==> config.mk <==
export PLATFORM = sky130hd
export DESIGN_NAME = alu_core
export DESIGN_NICKNAME = d
export VERILOG_FILES = /design/src/rtl/alu_core.sv
export SDC_FILE = /design/constraint.sdc
export NUM_CORES = 1
export LEC_CHECK = 0
export ABC_AREA = 0
export CORE_ASPECT_RATIO = 0.7
export CORE_MARGIN = 1
export CORE_UTILIZATION = 64
export CTS_BUF_LIST = sky130_fd_sc_hd__clkbuf_4 sky130_fd_sc_hd__clkbuf_8
export DETAILED_ROUTE_END_ITERATION = 10
export PLACE_DENSITY_LB_ADDON = 0.05
export SETUP_SLACK_MARGIN = 0.3
export SLEW_MARGIN = 15
export SYNTH_ARGS = -nofsm -noshare
export SYNTH_HDL_FRONTEND = slang
export SYNTH_SLANG_ARGS = --single-unit
==> constraint.sdc <==
create_clock -name clk -period 6.6 [get_ports clk]
set_input_delay 1.32 -clock clk [delete_from_list [all_inputs] [get_ports clk]]
set_output_delay 1.32 -clock clk [all_outputs]
set_load 0.01 [all_outputs]
==> src/rtl/alu_core.sv <==
// rtl/alu_core.sv - multi-cycle 8-bit ALU with start/busy/done handshake and registered N/V/Z/C
//
// Optional feature macro: DECIMAL_MODE_EN (BCD adjust for ADC/SBC when the latched d_flag is set)
//
// Ports:
//   clk        system clock, rising edge
//   reset      synchronous reset, active-high
//   AI, BI     operand bytes, latched on an accepted start
//   carry_in   C flag input, latched on start
//   d_flag     D flag input, latched on start (ignored unless DECIMAL_MODE_EN)
//   alu_op     operation select, latched on start
//   alu_start  request strobe, sampled only in IDLE
//   alu_out    registered result
//   alu_busy   high while an operation is in flight
//   alu_done   one-cycle pulse when alu_out and flags are updated
//   N, V, Z, C registered status flags
module alu_core #(
  parameter int WIDTH = 8
) (
  input  logic             clk,
  input  logic             reset,
  input  logic [WIDTH-1:0] AI,
  input  logic [WIDTH-1:0] BI,
  input  logic             carry_in,
  input  logic             d_flag,
  input  logic [3:0]       alu_op,
  input  logic             alu_start,
  output logic [WIDTH-1:0] alu_out,
  output logic             alu_busy,
  output logic             alu_done,
  output logic             N,
  output logic             V,
  output logic             Z,
  output logic             C
);

  localparam logic [1:0] S_IDLE = 2'd0;
  localparam logic [1:0] S_EXEC = 2'd1;
  localparam logic [1:0] S_DADJ = 2'd2;

  localparam logic [3:0] OP_ADC = 4'd3;
  localparam logic [3:0] OP_SBC = 4'd4;

  localparam logic [WIDTH-1:0] ONE = WIDTH'(1);

  logic [1:0]       state;
  logic [WIDTH-1:0] a_q, b_q;
  logic             cin_q;
  logic [3:0]       op_q;
  logic             go_dadj;

  // SBC reuses the adder with the inverted B operand; C=1 then means no borrow.
  logic [WIDTH-1:0] b_eff;
  logic [WIDTH:0]   sum;
  logic [WIDTH:0]   cmp_sum;

  assign b_eff   = (op_q == OP_SBC) ? ~b_q : b_q;
  assign sum     = {1'b0, a_q} + {1'b0, b_eff} + {{WIDTH{1'b0}}, cin_q};
  assign cmp_sum = {1'b0, a_q} + {1'b0, ~b_q} + {{WIDTH{1'b0}}, 1'b1};

  logic [WIDTH-1:0] res;
  logic             n_nx, v_nx, z_nx, c_nx, upd_nz;

  always_comb begin
    res    = alu_out;
    n_nx   = N;
    v_nx   = V;
    z_nx   = Z;
    c_nx   = C;
    upd_nz = 1'b0;
    case (op_q)
      4'd0: begin res = a_q | b_q; upd_nz = 1'b1; end
      4'd1: begin res = a_q & b_q; upd_nz = 1'b1; end
      4'd2: begin res = a_q ^ b_q; upd_nz = 1'b1; end
      4'd3, 4'd4: begin
        res    = sum[WIDTH-1:0];
        c_nx   = sum[WIDTH];
        v_nx   = (a_q[7] == b_eff[7]) && (res[7] != a_q[7]);
        upd_nz = 1'b1;
      end
      4'd5: begin res = {a_q[6:0], 1'b0};  c_nx = a_q[7]; upd_nz = 1'b1; end
      4'd6: begin res = {1'b0, a_q[7:1]};  c_nx = a_q[0]; upd_nz = 1'b1; end
      4'd7: begin res = {a_q[6:0], cin_q}; c_nx = a_q[7]; upd_nz = 1'b1; end
      4'd8: begin res = {cin_q, a_q[7:1]}; c_nx = a_q[0]; upd_nz = 1'b1; end
      4'd9:  begin res = a_q + ONE; upd_nz = 1'b1; end
      4'd10: begin res = a_q - ONE; upd_nz = 1'b1; end
      4'd11: begin res = cmp_sum[WIDTH-1:0]; c_nx = cmp_sum[WIDTH]; upd_nz = 1'b1; end
      4'd12: begin
        res  = a_q & b_q;
        z_nx = (res == '0);
        n_nx = b_q[7];
        v_nx = b_q[6];
      end
      4'd13: begin res = a_q; upd_nz = 1'b1; end
      default: ;  // reserved: everything held
    endcase
    if (upd_nz) begin
      n_nx = res[7];
      z_nx = (res == '0);
    end
  end

`ifdef DECIMAL_MODE_EN
  logic d_q;
  logic [5:0] lo_raw, hi_raw, lo_adj, hi_adj;
  logic       lo_cy, hi_cy, dec_c;
  logic [WIDTH-1:0] dec_res;

  assign go_dadj = d_q && ((op_q == OP_ADC) || (op_q == OP_SBC));

  // Per-nibble BCD adjust. Carry/borrow out of the low nibble feeds the high
  // nibble; for SBC the final C is the binary no-borrow, as on NMOS parts.
  always_comb begin
    lo_raw = '0;
    hi_raw = '0;
    lo_adj = '0;
    hi_adj = '0;
    lo_cy  = 1'b0;
    hi_cy  = 1'b0;
    dec_c  = sum[WIDTH];
    if (op_q == OP_ADC) begin
      lo_raw = {2'b0, a_q[3:0]} + {2'b0, b_q[3:0]} + {5'b0, cin_q};
      lo_cy  = (lo_raw > 6'd9);
      lo_adj = lo_cy ? lo_raw + 6'd6 : lo_raw;
      hi_raw = {2'b0, a_q[7:4]} + {2'b0, b_q[7:4]} + {5'b0, lo_cy};
      hi_cy  = (hi_raw > 6'd9);
      hi_adj = hi_cy ? hi_raw + 6'd6 : hi_raw;
      dec_c  = hi_cy;
    end else begin
      lo_raw = {2'b0, a_q[3:0]} - {2'b0, b_q[3:0]} - {5'b0, ~cin_q};
      lo_cy  = lo_raw[5];
      lo_adj = lo_cy ? lo_raw - 6'd6 : lo_raw;
      hi_raw = {2'b0, a_q[7:4]} - {2'b0, b_q[7:4]} - {5'b0, lo_cy};
      hi_cy  = hi_raw[5];
      hi_adj = hi_cy ? hi_raw - 6'd6 : hi_raw;
    end
    dec_res = {hi_adj[3:0], lo_adj[3:0]};
  end
`else
  logic unused_d_flag;
  assign unused_d_flag = d_flag;
  assign go_dadj       = 1'b0;
`endif

  always_ff @(posedge clk) begin
    if (reset) begin
      state    <= S_IDLE;
      alu_out  <= '0;
      N        <= 1'b0;
      V        <= 1'b0;
      Z        <= 1'b0;
      C        <= 1'b0;
      alu_busy <= 1'b0;
      alu_done <= 1'b0;
      a_q      <= '0;
      b_q      <= '0;
      cin_q    <= 1'b0;
      op_q     <= 4'd0;
`ifdef DECIMAL_MODE_EN
      d_q      <= 1'b0;
`endif
    end else begin
      alu_done <= 1'b0;
      case (state)
        S_IDLE: begin
          if (alu_start) begin
            a_q      <= AI;
            b_q      <= BI;
            cin_q    <= carry_in;
            op_q     <= alu_op;
`ifdef DECIMAL_MODE_EN
            d_q      <= d_flag;
`endif
            alu_busy <= 1'b1;
            state    <= S_EXEC;
          end
        end
        S_EXEC: begin
          if (go_dadj) begin
            state <= S_DADJ;
          end else begin
            alu_out  <= res;
            N        <= n_nx;
            V        <= v_nx;
            Z        <= z_nx;
            C        <= c_nx;
            alu_done <= 1'b1;
            alu_busy <= 1'b0;
            state    <= S_IDLE;
          end
        end
`ifdef DECIMAL_MODE_EN
        S_DADJ: begin
          // N, V, Z come from the binary sum; only the value and C are BCD.
          alu_out  <= dec_res;
          N        <= n_nx;
          V        <= v_nx;
          Z        <= z_nx;
          C        <= dec_c;
          alu_done <= 1'b1;
          alu_busy <= 1'b0;
          state    <= S_IDLE;
        end
`endif
        default: state <= S_IDLE;
      endcase
    end
  end

endmodule

Yosys cells after proc, flatten, opt, wreduce, memory -nomap -nowiden
Cells that the tools add are included. Widths: inputs -> output; s select.

Add/subtract/negate cells: 6. Equal/unequal tests: 16. Multiplexer cells: 12. Bitwise gates (word level): 5. Reduce and logical (&&, ||, !) cells: 20.

Operators by type and width (count): $pmux 8 s12 (1); $eq 4x4->1 const B (6); $add 8x8->9 (2); $eq 4x3->1 const B (4); $logic_not 8->1 (2); $reduce_or 13->1 (1); $reduce_and 2->1 (5); $reduce_or 2->1 (5); $add 9x1->9 (1); $add 9x1->9 const B (1); $add 8x1->8 const B (1); $and 8x8->8 (1); $eq 4x2->1 const B (2); $mux 8 (1); $not 8->8 (1); $or 8x8->8 (1); $sub 8x1->8 const B (1); $xor 8x8->8 (1); $mux 1 (7); $reduce_bool 2->1 (3); $eq 4x1->1 const B (1); $logic_not 4->1 (1); $pmux 1 s2 (2); $pmux 1 s4 (1); 7 further kinds (7).

Flip-flop bits (word level): 36. Bits of input ports: 25. Output and inout port bits: 14. Logic and storage cells: 71.

Longest topological paths before layout
Gate-level depths: netlist (run 1).

Word-level depth: 7. Mapped depth: 13. Depth with buffers taken out: 11.

Least setup slack after synthesis (run 1)
Ideal clock, no wire load.

Kind: register -> register. From: register op_q[2]. To: register Z. Setup time: 59 ps. Arrival: 2835 ps. Data required time: 6541 ps. Slack: 3706 ps. Cell stages (with the launch flop): 14. Buffers on the path: 2. Clock period less this slack: 2894 ps. Path through: dfxtp_1 > buf_6 > nor4b_1 > buf_4 > xnor2_1 > fa_1 > fa_1 > nor2b_1 > o31a_1 > a211oi_1 > a211oi_1 > a31oi_1 > nor4_2 > a41o_1.

Cells in the longest elaborated chain, start to end: 7. Elaborated cells between the ends (all ways): 26. Those cells by class: 2 x add/sub; 13 x eq/ne; 4 x mux; 7 x reduce/logical.

RTL lines: start, declared (line 49) `logic [3:0] op_q;`; start signal, assigned (line 170) `op_q <= alu_op;`; $eq 4x3->1 (line 57, 71); $mux 8 (line 57) `assign b_eff = (op_q == OP_SBC) ? ~b_q : b_q;`; $add 8x8->9 (line 58) `assign sum = {1'b0, a_q} + {1'b0, b_eff} + {{WIDTH{1'b0}}, cin_q};`; $add 9x1->9 (line 58); $pmux 8 s12 (line 71) `case (op_q)`; $logic_not 8->1 (line 99) `z_nx = (res == '0);`; $mux 1 (line 97) `if (upd_nz) begin`; end signal, assigned (line 185) `Z <= z_nx;`; end, declared (line 33) `output logic Z,`.

Several ways; a longest one is shown, not always the timed one. A chain may end at the register's enable or synchronous reset.

Worst setup path in the final report (run 1)
Ends and elaborated chain as after synthesis.

==> out/qor.yml, run 1 <==
syn_area_um2: 3690
critical_path_class: "flip-flop to flip-flop"
slew_violations: 0
nets: 568
n_antenna_cell: 0
relSlewSlack: 0.383
viasPerCell: 6.64
antenna_found_initial: 0
fmax_ghz: 0.266
gp_congestion: 1.05
power_frac_comb: 0.342
regArea_um2: 721
post_drt_wl_per_cell_um: 19.3
crit_arrival_ns: 3.94
die_area_um2: 6080
final_layout_size_suffix_gt1_frac: 0.0707
cts_tree: "built"
cts-root-buf: "clkbuf_8"
yosys_most_used_dff: "dfxtp_1"
fin_setup_tns_ns: 0
vias: 3860
ys_types: 76
cts_sinks: 36
tightest_slew_ns: 0.925
p_sw_frac: 0.358
hold_violations: 0
core-area_um2: 5400
grt-ovfl-total: 0
setup_ws_ns: 2.85
grt_pass1_vias: 3445
ant_nets: 0
final_util: 0.765
postCtsHoldBufs: 0
synthArstFlopShare: 0
slowest_delay_ns: 0.50
drv_cap: 0
p_int_mw: 0.442
htreeDepth: 2
critical_path.max_fanout: 44
clkTransAtPathRegs_ns: 0.09
clk_path_buf_depth: 2
start_util: 0.684
ys_seq_elements: 36
max-vdd-ir-drop_mv: 0.129
boundaryPins: 39
multi_input_area_um2: 2670
placementRows: 22
p_switching_mw: 0.247
cp-end-kind: "flip-flop"
avgSynthCellArea_um2: 7.50
fin_skew_ns: 0.00797
syn_inst: 492
io_buffers: 37
n_fill_cell: 398
hp-class: "flip-flop to flip-flop"
fp.dieW_um: 92.7
preCtsSetupSlack_ns: 2.99
drcViolationCount: 0
period_share: 0.569
grt_max_degree: 45
crit_chain: "buf_4 -> nor4b_2 -> buf_4 -> xnor2_1 -> fa_1 -> fa_1 -> nor2b_1 -> o21ai_0 -> a211oi_1 -> a211oi_1 -> a31oi_1 -> nor4_2 -> a41o_1"
drtIter0Drc: 478
crit_slowest_cell: "fa_1"
grt_pass1_wl_um: 18100
track_usage: 0.389
syn2layout_area_growth_pct: 11.9
critical_path_required_ns: 6.79
finalPower_mw: 0.689
grt_setup_unrepaired: "false"
fp.dieH_um: 65.5
setup-violations-final: 0
first_pass_iters: 6
synth_edf_count: 0
powerDensity_nw_per_um2: 167
p_seq_frac: 0.363
clockPowerShare: 0.295
start_kind: "flip-flop"
numCtsBuffers: 5
wirelength_um: 11200
synth_seq_area_share: 0.195
synthesis.nets: 552
cts_resized: 0
post_cts_buffers: 0
ys_warn_count: 0
worstSkewPairLatency_ns: 0.30
p_leak_nw: 1.56
fin_hold_ws_ns: 0.481
fin_crit_ns: 3.75
status: "finished clean"
hpwlAfterDp_um: 8120
==> cell usage after synthesis (all sizes together) (14+ instances only) <==
| master | instances | area, um2 |
|---|---|---|
| buf | 21 | 139 |
| inv | 29 | 109 |
| nand2 | 61 | 229 |
| a21oi | 46 | 230 |
| nor2b | 14 | 87.6 |
| ha | 32 | 400 |
| xnor2 | 14 | 123 |
| o21ai | 17 | 85.1 |
| clkbuf | 14 | 52.6 |
| dfxtp | 36 | 721 |
| nor2 | 32 | 123 |
| nor3 | 15 | 80.1 |
==> path summary, 6_finish.rpt <==
path                            cells after the start  slack, ns    start  endpoint
worst min register to register                      2       0.48   b_q[3]    b_q[3]
worst max-delay path                               13       2.85  op_q[2]         Z
worst min-delay path                                2       0.48   b_q[3]    b_q[3]
worst max register to register                     13       2.85  op_q[2]         Z
==> cell families (layout without fill, tap and decap cells) <==
logic type	count (synthesis)	after routing	share of synthesized area
adders and majority gates	35	35	0.125
muxes	7	7	0.0193
and+or+nand+nor	190	190	0.270
AOI/OAI and AO/OA	143	143	0.269
DFF	36	36	0.195
buffers and inverters	64	81	0.0814
xor gates and xnor gates	17	17	0.0404
==> power by group through the flow <==
stage / registers, mW / logic [mW] / clock network (mW)
floorplan: 0.246 / 0.169 / 0
global placement: 0.254 / 0.220 / 0
detailed placement: 0.254 / 0.226 / 0
CTS: 0.249 / 0.229 / 0.202
global route: 0.252 / 0.256 / 0.213
finish: 0.250 / 0.236 / 0.203
==> critical path, delay by kind of cell (launching register included) <==
family,cells,cell delay [ns]
buf+inv,2,0.63
xor+xnor,1,0.11
fa+ha+maj,2,0.91
simple gates,3,0.60
compound gates,5,1.07
flops,1,0.31
==> area by class of cell <==
cell class	instances	share of cell area
inverter	29	0.0264
clock buffer	5	0.0167
sequential	36	0.175
multi-input combinational	392	0.648
clock inverter	3	0.0103
tap	72	0.0218
timing repair buffer	44	0.102
==> through the flow <==
stage	cells	cell area [um2]
3_3_place_gp	573	4020
5_1_grt	581	4130
2_1_floorplan	492	3690
3_5_place_dp	573	4020
4_1_cts	581	4130
6_report	581	4130
==> layout by cell type (no fill, tap or decap), types with 4 or more instances in the layout <==
master	count
o22ai_1	8
or2_2	5
nand2_1	61
o21ai_0	15
nor2_1	31
nand3_1	11
clkbuf_8	5
nor2b_1	14
or3_1	5
xnor2_1	14
a21oi_1	46
mux2i_1	6
ha_1	32
nand3b_1	4
a31oi_1	8
inv_1	27
a22oi_1	5
a211oi_1	6
and2_1	4
o211ai_1	4
nor4_1	5
buf_4	7
nor3_1	14
nand2b_1	10
dfxtp_1	36
and3_1	6
nand4_1	5
clkdlybuf4s50_1	37
==> flip-flops by register name, indices dropped and copies added (netlist names) <==
signal and count:
V 1, alu_done 1, N 1, state 1
op_q 4, a_q 8, Z 1, cin_q 1
C 1, alu_busy 1, b_q 8, alu_out 8
==> metal layers <==
layer  vias up  track usage  share of wire
li1       1806            -              -
met1      1758        0.541           0.43
met2       262        0.598           0.43
met3        34       0.0972           0.11
met4         0        0.108          0.026
met5         -            0              0
Note: power is estimated with default switching activity, not from simulation.
==> run 2: changes to the inputs <==
--- a/config.mk
+++ b/config.mk
@@ -8,7 +8,7 @@
 export ABC_AREA = 0
 export CORE_ASPECT_RATIO = 0.7
 export CORE_MARGIN = 1
-export CORE_UTILIZATION = 64
+export CORE_UTILIZATION = 60
 export CTS_BUF_LIST = sky130_fd_sc_hd__clkbuf_4 sky130_fd_sc_hd__clkbuf_8
 export DETAILED_ROUTE_END_ITERATION = 10
 export PLACE_DENSITY_LB_ADDON = 0.05
==> constraint.sdc (replaced) <==
create_clock -name clk -period 3.8 [get_ports clk]
set_input_delay 0.76 -clock clk [delete_from_list [all_inputs] [get_ports clk]]
set_output_delay 0.76 -clock clk [all_outputs]
set_load 0.01 [all_outputs]
==> run 2 against run 1 <==
Final cell count grew 1.0%. Sequential power grew 71%. Clock skew shrank 0.00077 ns. Fmax grew 14%. Flip-flop and latch count is the same. Combinational power grew 78%. Non-clock buffer count grew 3. Core utilization shrank 5.4 points. Wire length grew 1.9%. Clock power grew 43%.
==> out/qor.yml, run 2 (synthesis results as in run 1) <==
status: "finished clean"  # unchanged
slew_violations: 0  # unchanged
tightest_slew_ns: 0.921  # was 0.925 ns
cp-end-kind: "flip-flop"  # unchanged
track_usage: 0.371  # was 0.389
fmax_ghz: 0.303  # was 0.266 GHz
ant_nets: 0  # unchanged
grt_setup_unrepaired: "false"  # unchanged
final_cell_mix: "nand2_1, a21oi_1, clkdlybuf4s50_1, dfxtp_1, ha_1"  # unchanged
layout_top_registers: "a_q: 8 flops, alu_out: 8 flops, b_q: 8 flops"  # unchanged
max-vdd-ir-drop_mv: 0.172  # was 0.129 mV
n_antenna_cell: 0  # unchanged
clkTransAtPathRegs_ns: 0.08  # was 0.09 ns
grt-ovfl-total: 0  # unchanged
fin_skew_ns: 0.00720  # was 0.00797 ns
cts_sinks: 36  # unchanged
setup-violations-final: 0  # unchanged
hold_violations: 0  # unchanged
cts-root-buf: "clkbuf_8"  # unchanged
relSlewSlack: 0.386  # was 0.383
critical_path.max_fanout: 8  # was 44
post_drt_wl_per_cell_um: 19.5  # was 19.3 um
critical_path_class: "flip-flop to flip-flop"  # unchanged
final_layout_size_suffix_gt1_frac: 0.0781  # was 0.0707
htreeDepth: 2  # unchanged
layout.cells.most_common: "nand2_1"  # unchanged
syn2layout_area_growth_pct: 12.1  # was 11.9%
period_share: 0.867  # was 0.569
hp-class: "flip-flop to flip-flop"  # unchanged
clk_path_buf_depth: 2  # unchanged
grt_pass1_wl_um: 17900  # was 18,100 um
drtIter0Drc: 441  # was 478
gp_congestion: 1.07  # was 1.05
placementRows: 23  # was 22
antenna_found_initial: 0  # unchanged
nets: 571  # was 568
grt_pass1_vias: 3571  # was 3,445
powerDensity_nw_per_um2: 275  # was 167 nW/um2
finalPower_mw: 1.14  # was 0.689 mW
p_leak_nw: 1.57  # was 1.56 nW
first_pass_iters: 6  # unchanged
hpwlAfterDp_um: 8350  # was 8120 um
wirelength_um: 11400  # was 11,200 um
drcViolationCount: 0  # unchanged
preCtsSetupSlack_ns: 0.605  # was 2.99 ns
grt_max_degree: 44  # was 45
start_util: 0.635  # was 0.684
crit_arrival_ns: 3.54  # was 3.94 ns
numCtsBuffers: 5  # unchanged
worstSkewPairLatency_ns: 0.30  # about the same
io_buffers: 37  # unchanged
die_area_um2: 6470  # was 6080 um2
fin_hold_ws_ns: 0.456  # was 0.481 ns
vias: 3944  # was 3,860
drv_cap: 0  # unchanged
boundaryPins: 39  # unchanged
postCtsHoldBufs: 0  # unchanged
fp.dieW_um: 95.7  # was 92.7 um
critical_path_required_ns: 4.04  # was 6.79 ns
core-area_um2: 5810  # was 5400 um2
fp.dieH_um: 67.6  # was 65.5 um
fin_setup_tns_ns: 0  # unchanged
post_cts_buffers: 0  # unchanged
setup_ws_ns: 0.504  # was 2.85 ns
fin_crit_ns: 3.30  # was 3.75 ns
viasPerCell: 6.72  # was 6.64
cts_tree: "built"  # unchanged
start_kind: "flip-flop"  # unchanged
## run 2: final timing paths
| path | slack, ns | to | depth (start not counted) | startpoint |
|---|---|---|---|---|
| setup / recovery | 0.50 | Z | 12 | op_q[3] |
| hold / removal | 0.46 | N | 2 | N |
| hold reg to reg | 0.46 | N | 2 | N |
| setup reg to reg | 0.50 | Z | 12 | op_q[3] |
## run 2: power breakdown
group | total (mW) | leakage, nW | internal (mW) | switching [mW]
Sequential | 0.427 | 0.295 | 0.398 | 0.0287
Combinational | 0.421 | 1.23 | 0.177 | 0.244
Clock | 0.290 | 0.0479 | 0.128 | 0.161
Total | 1.14 | 1.57 | 0.703 | 0.434
## run 2: final cells by class
| cell class | instances | area (um2) |
|---|---|---|
| multi-input combinational | 392 | 2680 |
| fill | 503 | 1680 |
| tap | 75 | 93.8 |
| clock inverter | 3 | 18.8 |
| inverter | 29 | 109 |
| timing repair buffer | 47 | 445 |
| sequential | 36 | 721 |
| clock buffer | 5 | 68.8 |
## run 2: timing repair
action                                  in CTS  in global routing
endpoints found under the hold margin        0                  0
gates resized for setup                      0                  1
endpoints found under the setup margin       0                  1
## run 2: stage by stage
| step | area [um2] | cells | util |
|---|---|---|---|
| 2_1_floorplan | 3690 | 492 | - |
| 3_3_place_gp | 4040 | 579 | 0.695 |
| 3_5_place_dp | 4040 | 579 | 0.695 |
| 4_1_cts | 4130 | 587 | 0.711 |
| 5_1_grt | 4140 | 587 | 0.711 |
| 6_report | 4140 | 587 | 0.711 |
## run 2: metal layers
metal / GRT usage / wire (um) / vias up
li1: - / - / 1813
met2: 0.554 / 4750 / 291
met5: 0 / 0 / -
met3: 0.105 / 1420 / 61
met4: 0.136 / 422 / 0
met1: 0.508 / 4860 / 1779
## run 2: critical path: stages (launching register included)
cell and delay [ns]:
dfxtp_1 0.33, nor4b_2 0.39, buf_4 0.30, xnor2_1 0.17, inv_1 0.09, fa_1 0.45
nor2b_1 0.28, o31a_1 0.21, a211oi_1 0.08, a211oi_2 0.32, a31oi_1 0.18, nor4_2 0.24
a41o_1 0.20
